===== src/rtl/cfs_cdc_tx_ctrl.sv =====
// Source side of a 4-phase req/ack CDC handshake: latches a word, raises cdc_req and tracks the synchronized ack.
// Optional wait-state timeout abort is compiled in with macro CFS_CDC_TIMEOUT_EN.
module cfs_cdc_tx_ctrl #(
  parameter int DATA_WIDTH  = 32,
  parameter int SYNC_STAGES = 2,
  parameter int TIMEOUT     = 255
) (
  input  logic                  clk,
  input  logic                  reset,
  input  logic                  push_valid,
  input  logic [DATA_WIDTH-1:0] push_data,
  output logic                  push_ready,
  output logic                  cdc_req,
  output logic [DATA_WIDTH-1:0] cdc_data,
  input  logic                  cdc_ack,
  output logic                  busy,
  output logic                  done,
  output logic                  err
);

  if (SYNC_STAGES < 2) begin : g_bad_sync_stages
    $error("cfs_cdc_tx_ctrl: SYNC_STAGES must be at least 2");
  end
  if ((TIMEOUT < 1) || (TIMEOUT > 65535)) begin : g_bad_timeout
    $error("cfs_cdc_tx_ctrl: TIMEOUT must be in 1..65535");
  end

  typedef enum logic [1:0] {
    IDLE = 2'd0,
    REQ  = 2'd1,
    REL  = 2'd2
  } state_t;

  state_t                 state_r;
  state_t                 state_next_s;
  logic [SYNC_STAGES-1:0] ack_sync_r;
  logic                   ack_s;
  logic                   accept_s;
  logic                   req_next_s;
  logic                   done_next_s;
  logic                   err_next_s;
  logic                   load_s;

`ifdef CFS_CDC_TIMEOUT_EN
  localparam logic [15:0] TO_LAST = 16'(TIMEOUT - 1);

  logic [15:0] to_cnt_r;
  logic        to_hit_s;
  logic        abort_r;
  logic        abort_next_s;

  assign to_hit_s = (to_cnt_r == TO_LAST);

  // Wait-state cycle counter: restarts on every state change, counts while in REQ/REL.
  always_ff @(posedge clk or posedge reset) begin
    if (reset) begin
      to_cnt_r <= 16'd0;
    end else if (state_next_s != state_r) begin
      to_cnt_r <= 16'd0;
    end else if (state_r != IDLE) begin
      to_cnt_r <= to_cnt_r + 16'd1;
    end else begin
      to_cnt_r <= to_cnt_r;
    end
  end

  // Remembers that REL was entered by a REQ timeout, so its exit must not report done.
  always_ff @(posedge clk or posedge reset) begin
    if (reset) begin
      abort_r <= 1'b0;
    end else begin
      abort_r <= abort_next_s;
    end
  end
`endif

  // Ack synchronizer; only the last stage feeds the control logic.
  always_ff @(posedge clk or posedge reset) begin
    if (reset) begin
      ack_sync_r <= '0;
    end else begin
      ack_sync_r <= {ack_sync_r[SYNC_STAGES-2:0], cdc_ack};
    end
  end

  assign ack_s = ack_sync_r[SYNC_STAGES-1];

  // A lingering ack from the previous handshake must be seen low before a new word goes out.
  assign push_ready = (state_r == IDLE) && !ack_s && !reset;
  assign accept_s   = push_valid && push_ready;

  // Next-state and registered-output decode.
  always_comb begin
    state_next_s = state_r;
    req_next_s   = cdc_req;
    done_next_s  = 1'b0;
    err_next_s   = 1'b0;
    load_s       = 1'b0;
`ifdef CFS_CDC_TIMEOUT_EN
    abort_next_s = abort_r;
`endif
    case (state_r)
      IDLE: begin
        if (accept_s) begin
          state_next_s = REQ;
          req_next_s   = 1'b1;
          load_s       = 1'b1;
`ifdef CFS_CDC_TIMEOUT_EN
          abort_next_s = 1'b0;
`endif
        end else begin
          state_next_s = IDLE;
        end
      end
      REQ: begin
        if (ack_s) begin
          state_next_s = REL;
          req_next_s   = 1'b0;
`ifdef CFS_CDC_TIMEOUT_EN
          abort_next_s = 1'b0;
        end else if (to_hit_s) begin
          state_next_s = REL;
          req_next_s   = 1'b0;
          err_next_s   = 1'b1;
          abort_next_s = 1'b1;
`endif
        end else begin
          state_next_s = REQ;
        end
      end
      REL: begin
        if (!ack_s) begin
          state_next_s = IDLE;
`ifdef CFS_CDC_TIMEOUT_EN
          done_next_s  = !abort_r;
          abort_next_s = 1'b0;
        end else if (to_hit_s) begin
          state_next_s = IDLE;
          err_next_s   = 1'b1;
          abort_next_s = 1'b0;
`else
          done_next_s  = 1'b1;
`endif
        end else begin
          state_next_s = REL;
        end
      end
      default: begin
        state_next_s = IDLE;
        req_next_s   = 1'b0;
      end
    endcase
  end

  // State register and handshake outputs; reset drops cdc_req immediately.
  always_ff @(posedge clk or posedge reset) begin
    if (reset) begin
      state_r <= IDLE;
      cdc_req <= 1'b0;
      busy    <= 1'b0;
      done    <= 1'b0;
      err     <= 1'b0;
    end else begin
      state_r <= state_next_s;
      cdc_req <= req_next_s;
      busy    <= (state_next_s != IDLE);
      done    <= done_next_s;
      err     <= err_next_s;
    end
  end

  // Data word is held from one accepted push to the next.
  always_ff @(posedge clk or posedge reset) begin
    if (reset) begin
      cdc_data <= '0;
    end else if (load_s) begin
      cdc_data <= push_data;
    end else begin
      cdc_data <= cdc_data;
    end
  end

endmodule


===== config.mk =====
export PLATFORM = sky130hd
export DESIGN_NAME = cfs_cdc_tx_ctrl
export DESIGN_NICKNAME = d
export VERILOG_FILES = /design/src/rtl/cfs_cdc_tx_ctrl.sv
export SDC_FILE = /design/constraint.sdc
export NUM_CORES = 1
export LEC_CHECK = 0
export CORE_MARGIN = 10
export CORE_UTILIZATION = 60
export DETAILED_ROUTE_END_ITERATION = 8
export DONT_BUFFER_PORTS = 1
export PLACE_DENSITY_LB_ADDON = 0.12
export SYNTH_ARGS = -nofsm -noshare
export SYNTH_HDL_FRONTEND = slang
export SYNTH_SLANG_ARGS = --single-unit

===== constraint.sdc =====
create_clock -name clk -period 1.8 [get_ports clk]
set_input_delay 0.18 -clock clk [delete_from_list [all_inputs] [get_ports clk]]
set_output_delay 0.18 -clock clk [all_outputs]
set_load 0.01 [all_outputs]

==> metrics.yaml, run 1 <==
outcome:
  status: "complete, no violations"
drt:
  ant_nets: 0
  finalWirelength_microns: 3350
  dr.pass1.iters: 4
  dr_total_vias: 865
  routed_via_density: 5.34
  wire_per_inst_microns: 20.7
  drc_errors: 0
  drtIter0Drc: 44
global_route:
  grt_busiest_layer: "met2"
  first_global_vias: 1013
  grt_pass1_wl_microns: 5620
  grt_util_met2_pct: 22.2
  grt_max_degree: 36
  grt_usage_pct: 14.0
  grt_use_met1_pct: 14.0
  grt-ovfl-total: 0
  met3_usage_pct: 9.64
  antenna_found_initial: 0
placed_design:
  port_buffers: 0
  post-dp-hpwl_microns: 2260
  placed_area_sq_um: 1620
  dpl.cell_count: 120
  globalplace.congestion: 0.691
timing:
  fin_skew_ps: 12.9
  finalSetupViolations: 0
  hold_violations: 0
  max_freq_mhz: 654
  tightest_slew_ps: 612
  period_needed_ps: 1530
  rsz0062_at_grt: "no"
  relSlewSlack_pct: 59.2
  drv_slew: 0
  setup_tns_ps: 0
  period_share_pct: 84.9
cells_and_area:
  multiInputGateArea_sq_um: 551
  stdcell_area_sq_um: 2050
  area_growth_pct: 29.9
  final_cell_mix: "39 x dfrtp_1, 34 x dlygate4sd3_1, 27 x mux2_4"
  nets: 167
  layout.cells.non_filler: 162
  final_common_cell: "dfrtp_1"
  diodes: 0
  fill_cells: 116
  regArea_sq_um: 976
  fin_util_pct: 81.8
  drive_above_1_share_pct: 34.1
synthesis:
  yosysUniqueCellTypes: 15
  ys_seq_elements: 39
  syn_area_per_cell_sq_um: 17.3
  synth_area_sq_um: 1580
  syn_inst: 91
  ys_seq_area_share_pct: 62.0
  synthesis.nets: 127
  synthTopCellsByArea: "dfrtp_1 62%, mux2_4 26%, mux2_2 3.6%"
  yosys.area.top_type: "dfrtp_1"
  yosysWarnings: 0
  synth_top_area_share_pct: 62.0
setup_path:
  crit_slowest_cell: "dfrtp_1"
  critPathMaxStageDelay_ps: 450
  cp-end-kind: "register"
  crit_required_ps: 2030
  cp-start-kind: "register"
  crit_arrival_ps: 1760
  crit_chain: "nor4_4, nand2_4, buf_12, mux2_4"
  cp_max_fo: 35
  path_class: "reg -> reg"
die:
  die_h_microns: 71.2
  dieArea_sq_um: 5080
  core_sq_um: 2500
  die_w_microns: 71.2
  ioPinCount: 73
  row_count: 18
  initial_core_util_pct: 63.0
cts:
  postCtsResizedCells: 0
  cts_tree: "built"
  clk_pin_slew_ps: 120
  clockRootBuffer: "clkbuf_4"
  clk_latency_ps: 340
  cts_htree_levels: 2
  cts_buffers: 5
  cts.path.max_buffers: 2
  clock-sinks: 39
flow_run:
  drv_cap: 0
power_and_ir_drop:
  total_leakage_power_nw: 1.01
  p_per_area_nw_per_um2: 1180
  irDropWorstVdd_uv: 935
  total_power_mw: 2.41
worst_hold_path:
  min-delay-path-class: "in -> reg"
## Yosys cell counts
| master | instances |
|---|---|
| mux2_4 | 27 |
| buf_6 | 3 |
| mux2_2 | 5 |
| a21oi_1 | 1 |
| nand2b_1 | 2 |
| o211ai_1 | 1 |
| nor2_1 | 2 |
| inv_1 | 2 |
| conb_1 | 1 |
| dfrtp_1 | 39 |
| nor4_4 | 1 |
| buf_4 | 1 |
| nand2_1 | 4 |
| o21ai_0 | 1 |
| nand2_4 | 1 |
## metal layers
layer / up-vias / share of wire, %
li1: 389 / -
met2: 49 / 49
met3: 7 / 15
met4: 0 / 1.6
met5: - / 0
met1: 420 / 35
## power breakdown
part           total, mW  switching, mW  internal (mW)
registers           1.38          0.282           1.10
clock network      0.597          0.269          0.328
logic              0.436          0.113          0.323
## repair_timing
action	CTS	global route
endpoints found under the setup margin	0	0
hold buffers	34	0
hold endpoints to repair	48	0
buffers inserted	0	0
## worst max-delay path: cells and delay by family (launching register included)
family,cells,cell delay (ps)
AND/OR/NAND/NOR,2,460
flip-flops,1,450
multiplexers,1,320
buffers and inverters,1,200
## registers in the layout, indices dropped and copies added, names as in the netlist
signal / cells
cdc_data: 32
ack_sync_r: 2
state_r: 2
busy: 1
cdc_req: 1
done: 1
## path summary, 6_finish.rpt
check	startpoint	slack (ps)	end	depth (start not counted)
min in group asynchronous	reset	340	cdc_data[31]	2
worst min register to register	ack_sync_r[0]	360	ack_sync_r[1]	0
max in group asynchronous	reset	920	ack_sync_r[1]	3
worst max register to register	state_r[1]	270	cdc_data[21]	4
worst min-delay path	push_valid	170	cdc_req	3
worst max-delay path	state_r[1]	270	cdc_data[21]	4
## cell type report
class | instances | area share, %
timing repair buffer | 37 | 19.0
inverter | 2 | 0.367
tap | 30 | 1.83
clock inverter | 2 | 1.71
sequential | 39 | 47.7
multi-input combinational | 46 | 26.9
clock buffer | 6 | 2.51
## logic make-up (layout without fill, tap and decap cells)
family	count (synthesis)	count (layout)	synth area share, %
AO/OA/AOI/OAI	3	3	1.11
buffers and inverters	6	47	3.10
flip-flops	39	39	62.0
multiplexers	32	32	29.3
other	1	1	0.238
AND/OR/NAND/NOR	10	10	4.29
## per-stage QoR
step	setup WS [ps]	hold slack, ps
2_1_floorplan	259	211
3_3_place_gp	327	170
3_5_place_dp	282	179
4_1_cts	271	159
5_1_grt	204	160
6_report	272	166
No activity file was read; power rests on OpenSTA's default activity.
==> run 2, diff against run 1 <==
==> constraint.sdc (replaced) <==
create_clock -name clk -period 1.55 [get_ports clk]
set_input_delay 0.155 -clock clk [delete_from_list [all_inputs] [get_ports clk]]
set_output_delay 0.155 -clock clk [all_outputs]
set_load 0.01 [all_outputs]
==> run 2 against run 1 <==
Compared with the run above:
- sequential power increased by 16%
- critical path type unchanged
- largest cell class unchanged
- clock power increased by 35%
- worst hold slack got worse by 42 ps
- highest routed layer unchanged
- wire length increased by 1.7%
- register-to-register slack got worse by 180 ps
- first-iteration DRC count increased by 27%
==> metrics.yaml, run 2 (synthesis results as in run 1) <==
cts:
  clk_pin_slew_ps: 100  # -20 ps
  clockRootBuffer: "clkbuf_4"
  cts_buffers: 5  # unchanged
  clock-sinks: 39  # unchanged
  cts_htree_levels: 2  # unchanged
  cts_tree: "built"
  clk_latency_ps: 330  # about the same
  cts.path.max_buffers: 2  # unchanged
  postCtsResizedCells: 0  # unchanged
drt:
  wire_per_inst_microns: 20.8  # +0.43%
  drtIter0Drc: 56  # +27%
  drc_errors: 0  # unchanged
  ant_nets: 0  # unchanged
  finalWirelength_microns: 3410  # +1.7%
  dr_total_vias: 886  # +2.4%
  dr.pass1.iters: 3  # -1
  routed_via_density: 5.40  # +1.2%
die:
  die_h_microns: 71.2  # unchanged
  core_sq_um: 2500  # unchanged
  initial_core_util_pct: 63.0  # unchanged
  row_count: 18  # unchanged
  die_w_microns: 71.2  # unchanged
  dieArea_sq_um: 5080  # unchanged
  ioPinCount: 73  # unchanged
placed_design:
  globalplace.congestion: 0.695  # +0.62%
  port_buffers: 0  # unchanged
  post-dp-hpwl_microns: 2320  # +2.7%
cells_and_area:
  drive_above_1_share_pct: 34.3  # +0.24 points
  final_cell_mix: "39 x dfrtp_1, 34 x dlygate4sd3_1, 27 x mux2_4"
  fill_cells: 126  # +8.6%
  top_regs: "cdc_data: 32 flops, ack_sync_r: 2 flops, state_r: 2 flops"
  largest_reg_flops: 32  # unchanged
  nets: 169  # +1.2%
  top_register: "cdc_data"
  area_growth_pct: 32.6
  final_common_cell: "dfrtp_1"
  diodes: 0  # unchanged
flow_run:
  drv_cap: 0  # unchanged
timing:
  tightest_slew_ps: 622  # +10.5 ps
  finalSetupViolations: 0  # unchanged
  period_needed_ps: 1460  # -67.8 ps
  drv_slew: 0  # unchanged
  setup_tns_ps: 0  # unchanged
  relSlewSlack_pct: 58.5  # -0.70 points
  max_freq_mhz: 685  # +4.6%
  fin_skew_ps: 7.91  # -4.95 ps
  period_share_pct: 94.2  # +9.3 points
  rsz0062_at_grt: "no"
  hold_violations: 0  # unchanged
setup_path:
  critPathMaxStageDelay_ps: 420  # -30 ps
  critPathTopFamily: "simple AND/OR/NAND/NOR gates"
  path_buf_inv: 1  # unchanged
  crit_slowest_cell: "dfrtp_1"
  crit_chain: "nor4_4, nand2_4, buf_12, mux2_4"
  crit_arrival_ps: 1680  # -80 ps
  cp-end-kind: "register"
  cp-start-kind: "register"
  crit_required_ps: 1770  # -260 ps
  cp_max_fo: 19  # -46%
  path_class: "reg -> reg"
power_and_ir_drop:
  p_per_area_nw_per_um2: 1400  # +19%
  total_power_mw: 2.93  # +21%
  irDropWorstVdd_uv: 1110  # +19%
  total_leakage_power_nw: 1.03  # +2.0%
global_route:
  first_global_vias: 998  # -1.5%
  antenna_found_initial: 0  # unchanged
  grt_usage_pct: 13.7  # -0.25 points
  grt_pass1_wl_microns: 5540  # -1.4%
  grt-ovfl-total: 0  # unchanged
  grt_max_degree: 25  # -31%
outcome:
  status: "complete, no violations"
worst_hold_path:
  min-delay-path-class: "in -> reg"
## run 2: cell types whose count changed in the layout (fill, tap and decap cells not counted)
cell	before	now
buf_12	2	3
buf_4	1	2
bufinv_16	1	2
clkbuf_1	0	1
clkbuf_8	1	0
clkinv_2	1	0
## run 2: timing repair
item	in CTS	in global routing
buffers inserted	0	1
setup endpoints to repair	0	26
endpoints found under the hold margin	48	0
hold buffers	34	0
## run 2: area by class of cell
type | count | area (sq um) | area share [%]
clock buffers | 6 | 41.3 | 1.98
clock inverters | 2 | 60.1 | 2.88
inverters | 2 | 7.51 | 0.359
multi-input cells | 46 | 551 | 26.4
flip-flops and latches | 39 | 976 | 46.7
well taps | 30 | 37.5 | 1.80
repair buffers | 39 | 415 | 19.9
## run 2: worst paths after layout
kind                               start            end  slack (ps)  cells after the start
setup / recovery              state_r[0]   cdc_data[17]          90                      4
hold / removal                push_valid     state_r[0]         120                      3
setup reg to reg              state_r[0]   cdc_data[17]          90                      4
hold reg to reg            ack_sync_r[0]  ack_sync_r[1]         370                      0
max in group asynchronous          reset   cdc_data[27]         670                      3
min in group asynchronous          reset    cdc_data[5]         340                      2
## run 2: report_power, final
group,internal [mW],switching (mW),leakage (nW)
Sequential,1.27,0.328,0.467
Clock,0.504,0.302,0.0525
Combinational,0.383,0.139,0.510
## run 2: metal layers
| layer | global-route usage [%] | share of wire (%) | vias to the layer above |
|---|---|---|---|
| met3 | 9.50 | 14 | 4 |
| li1 | - | - | 391 |
| met4 | 3.23 | 0.73 | 0 |
| met1 | 13.7 | 36 | 442 |
| met5 | 0 | 0 | - |
| met2 | 22.9 | 49 | 49 |
## run 2: tightest hold or removal path: cells and delay by family
| kind | cells | cell delay, ps |
|---|---|---|
| buffers and inverters | 1 | 160 |
| and+or+nand+nor | 2 | 100 |
## run 2: per-stage QoR
stage / std cells / setup WS [ps] / util, % / instance area (sq um) / hold slack (ps)
4_1_cts: 163 / 30.0 / 83.2 / 2080 / 107
2_1_floorplan: 91 / 9.11 / - / 1580 / 186
3_5_place_dp: 121 / 49.0 / 65.6 / 1640 / 151
6_report: 164 / 89.8 / 83.5 / 2090 / 124
5_1_grt: 164 / 31.2 / 83.5 / 2090 / 112
3_3_place_gp: 121 / 93.2 / 65.6 / 1640 / 148
==> run 3, diff against run 2 <==
--- a/config.mk
+++ b/config.mk
@@ -5,7 +5,7 @@
 export SDC_FILE = /design/constraint.sdc
 export NUM_CORES = 1
 export LEC_CHECK = 0
-export CORE_MARGIN = 10
+export CORE_ASPECT_RATIO = 0.8
 export CORE_UTILIZATION = 60
 export DETAILED_ROUTE_END_ITERATION = 8
 export DONT_BUFFER_PORTS = 1
==> run 3 against run 2 <==
Compared with the run above:
- cell count grew 3.0%
- total power decreased by 12%
- largest cell class unchanged
- register-to-register slack got worse by 50 ps
- non-clock buffer count decreased by 1
- fmax decreased by 3.3%
- worst setup slack worse by 50 ps
- first-iteration DRC count down 61%
- critical path type unchanged
- count of clock-buffer cells in the layout rose by 1
- sequential power about the same
==> metrics.yaml, run 3 (synthesis results as in run 1) <==
power_and_ir_drop:
  total_leakage_power_nw: 0.989  # -3.9%
  p_per_area_nw_per_um2: 1280  # -9.0%
  irDropWorstVdd_uv: 872  # -21%
  total_power_mw: 2.57  # -12%
global_route:
  grt-ovfl-total: 0  # unchanged
  grt_pass1_wl_microns: 4470  # -19%
  grt_max_degree: 40  # +60%
  first_global_vias: 943  # -5.5%
  antenna_found_initial: 0  # unchanged
  grt_usage_pct: 23.1  # +9.4 points
drt:
  finalWirelength_microns: 3060  # -10%
  wire_per_inst_microns: 18.1  # -13%
  routed_via_density: 5.11  # -5.5%
  drc_errors: 0  # unchanged
  dr.pass1.iters: 4  # +1
  drtIter0Drc: 22  # -61%
  ant_nets: 0  # unchanged
  dr_total_vias: 863  # -2.6%
cts:
  cts_tree: "built"
  clockRootBuffer: "clkbuf_4"
  clock-sinks: 39  # unchanged
  clk_latency_ps: 330  # about the same
  cts.path.max_buffers: 2  # unchanged
  cts_buffers: 5  # unchanged
  cts_htree_levels: 2  # unchanged
  clk_pin_slew_ps: 100  # about the same
  cts_setup_buffers: 0  # unchanged
setup_path:
  path_class: "reg -> reg"
  cp-start-kind: "register"
  crit_required_ps: 1780  # about the same
  critPathMaxStageDelay_ps: 450  # +30 ps
  cp_max_fo: 12  # -7
  crit_chain: "nor4_4, nand2_4, buf_4, mux2_4"
  crit_arrival_ps: 1740  # +60 ps
  cp-end-kind: "register"
  crit_slowest_cell: "dfrtp_2"
timing:
  fin_skew_ps: 9.15  # +1.24 ps
  period_needed_ps: 1510  # +50.5 ps
  drv_slew: 0  # unchanged
  rsz0062_at_grt: "no"
  period_share_pct: 97.5  # +3.3 points
  max_freq_mhz: 662  # -3.3%
  setup_tns_ps: 0  # unchanged
  finalSetupViolations: 0  # unchanged
  hold_violations: 0  # unchanged
  timing.final.ws_setup_ps: 39.3  # -50.5 ps
placed_design:
  globalplace.congestion: 0.570  # -18%
  post-dp-hpwl_microns: 1700  # -27%
  port_buffers: 0  # unchanged
  place_ws_ps: 15.7  # -33.3 ps
  placed_area_sq_um: 1620  # -1.1%
die:
  core_sq_um: 2460  # -1.5%
  ioPinCount: 73  # unchanged
  die_w_microns: 59.3  # -17%
  dieArea_sq_um: 2840  # -44%
  initial_core_util_pct: 64.0  # +0.96 points
  die_h_microns: 47.8  # -33%
  row_count: 16  # -2
cells_and_area:
  top_regs: "cdc_data: 32 flops, ack_sync_r: 2 flops, state_r: 2 flops"
  final_cell_mix: "38 x dfrtp_1, 34 x dlygate4sd3_1, 27 x mux2_4"
  diodes: 0  # unchanged
  top_register: "cdc_data"
  fill_cells: 148  # +17%
  area_growth_pct: 27.8
  final_common_cell: "dfrtp_1"
  largest_reg_flops: 32  # unchanged
  drive_above_1_share_pct: 33.8  # -0.49 points
  stdcell_area_sq_um: 2010  # -3.6%
  nets: 168  # -0.59%
flow_run:
  drv_cap: 0  # unchanged
outcome:
  status: "complete, no violations"
worst_hold_path:
  min-delay-path-class: "in -> reg"
==> run 3: cell types whose count changed in the layout (fill, tap and decap cells not counted) <==
cell	before	now
dfrtp_1	39	38
buf_4	2	3
clkinv_2	0	1
buf_12	3	1
clkbuf_1	1	2
dfrtp_2	0	1
bufinv_16	2	0
==> run 3: metrics by stage <==
stage / hold slack (ps) / util (%) / cells
2_1_floorplan: 186 / - / 91
3_3_place_gp: 183 / 65.9 / 127
3_5_place_dp: 187 / 65.9 / 127
4_1_cts: 111 / 81.7 / 169
5_1_grt: 111 / 81.8 / 169
6_report: 138 / 81.8 / 169
==> run 3: worst max-delay path, delay by kind of cell, from the launching register on <==
family,cells,cell delay (ps)
DFF,1,450
and+or+nand+nor,2,430
muxes,1,320
buffers and inverters,1,210
==> run 3: power by group <==
group,switching (mW),internal [mW]
sequential,0.315,1.27
clock,0.289,0.177
combinational,0.141,0.374
total,0.746,1.83
==> run 3: per-layer routing <==
metal	wire [microns]	up-vias	track usage (%)
li1	-	389	-
met1	1200	431	27.1
met2	1640	41	39.8
met3	204	2	7.57
met4	20	0	11.0
met5	0	-	0
==> run 3: area by class of cell <==
cell class                      instances  area (sq um)  share of cell area [%]
Tap cell                               36          45.0                    2.24
Inverter                                2          7.51                   0.373
Clock inverter                          1          5.00                   0.249
Timing Repair Buffer                   38           383                    19.0
Clock buffer                            7          45.0                    2.24
Multi-Input combinational cell         46           551                    27.3
Sequential cell                        39           977                    48.5
==> run 3: timing repair <==
item,4_1_cts,5_1_grt
hold endpoints to repair,72,0
hold buffers,34,0
gates resized for setup,0,1
setup endpoints to repair,0,22
==> run 3: path summary, 6_finish.rpt <==
| check | from | to | slack [ps] | depth (start not counted) |
|---|---|---|---|---|
| worst min register to register | ack_sync_r[0] | ack_sync_r[1] | 390 | 0 |
| worst max register to register | state_r[0] | cdc_data[13] | 40 | 4 |
| max in group asynchronous | reset | state_r[0] | 800 | 3 |
| min in group asynchronous | reset | busy | 380 | 3 |
| worst min-delay path | push_valid | cdc_req | 140 | 3 |
| worst max-delay path | state_r[0] | cdc_data[13] | 40 | 4 |
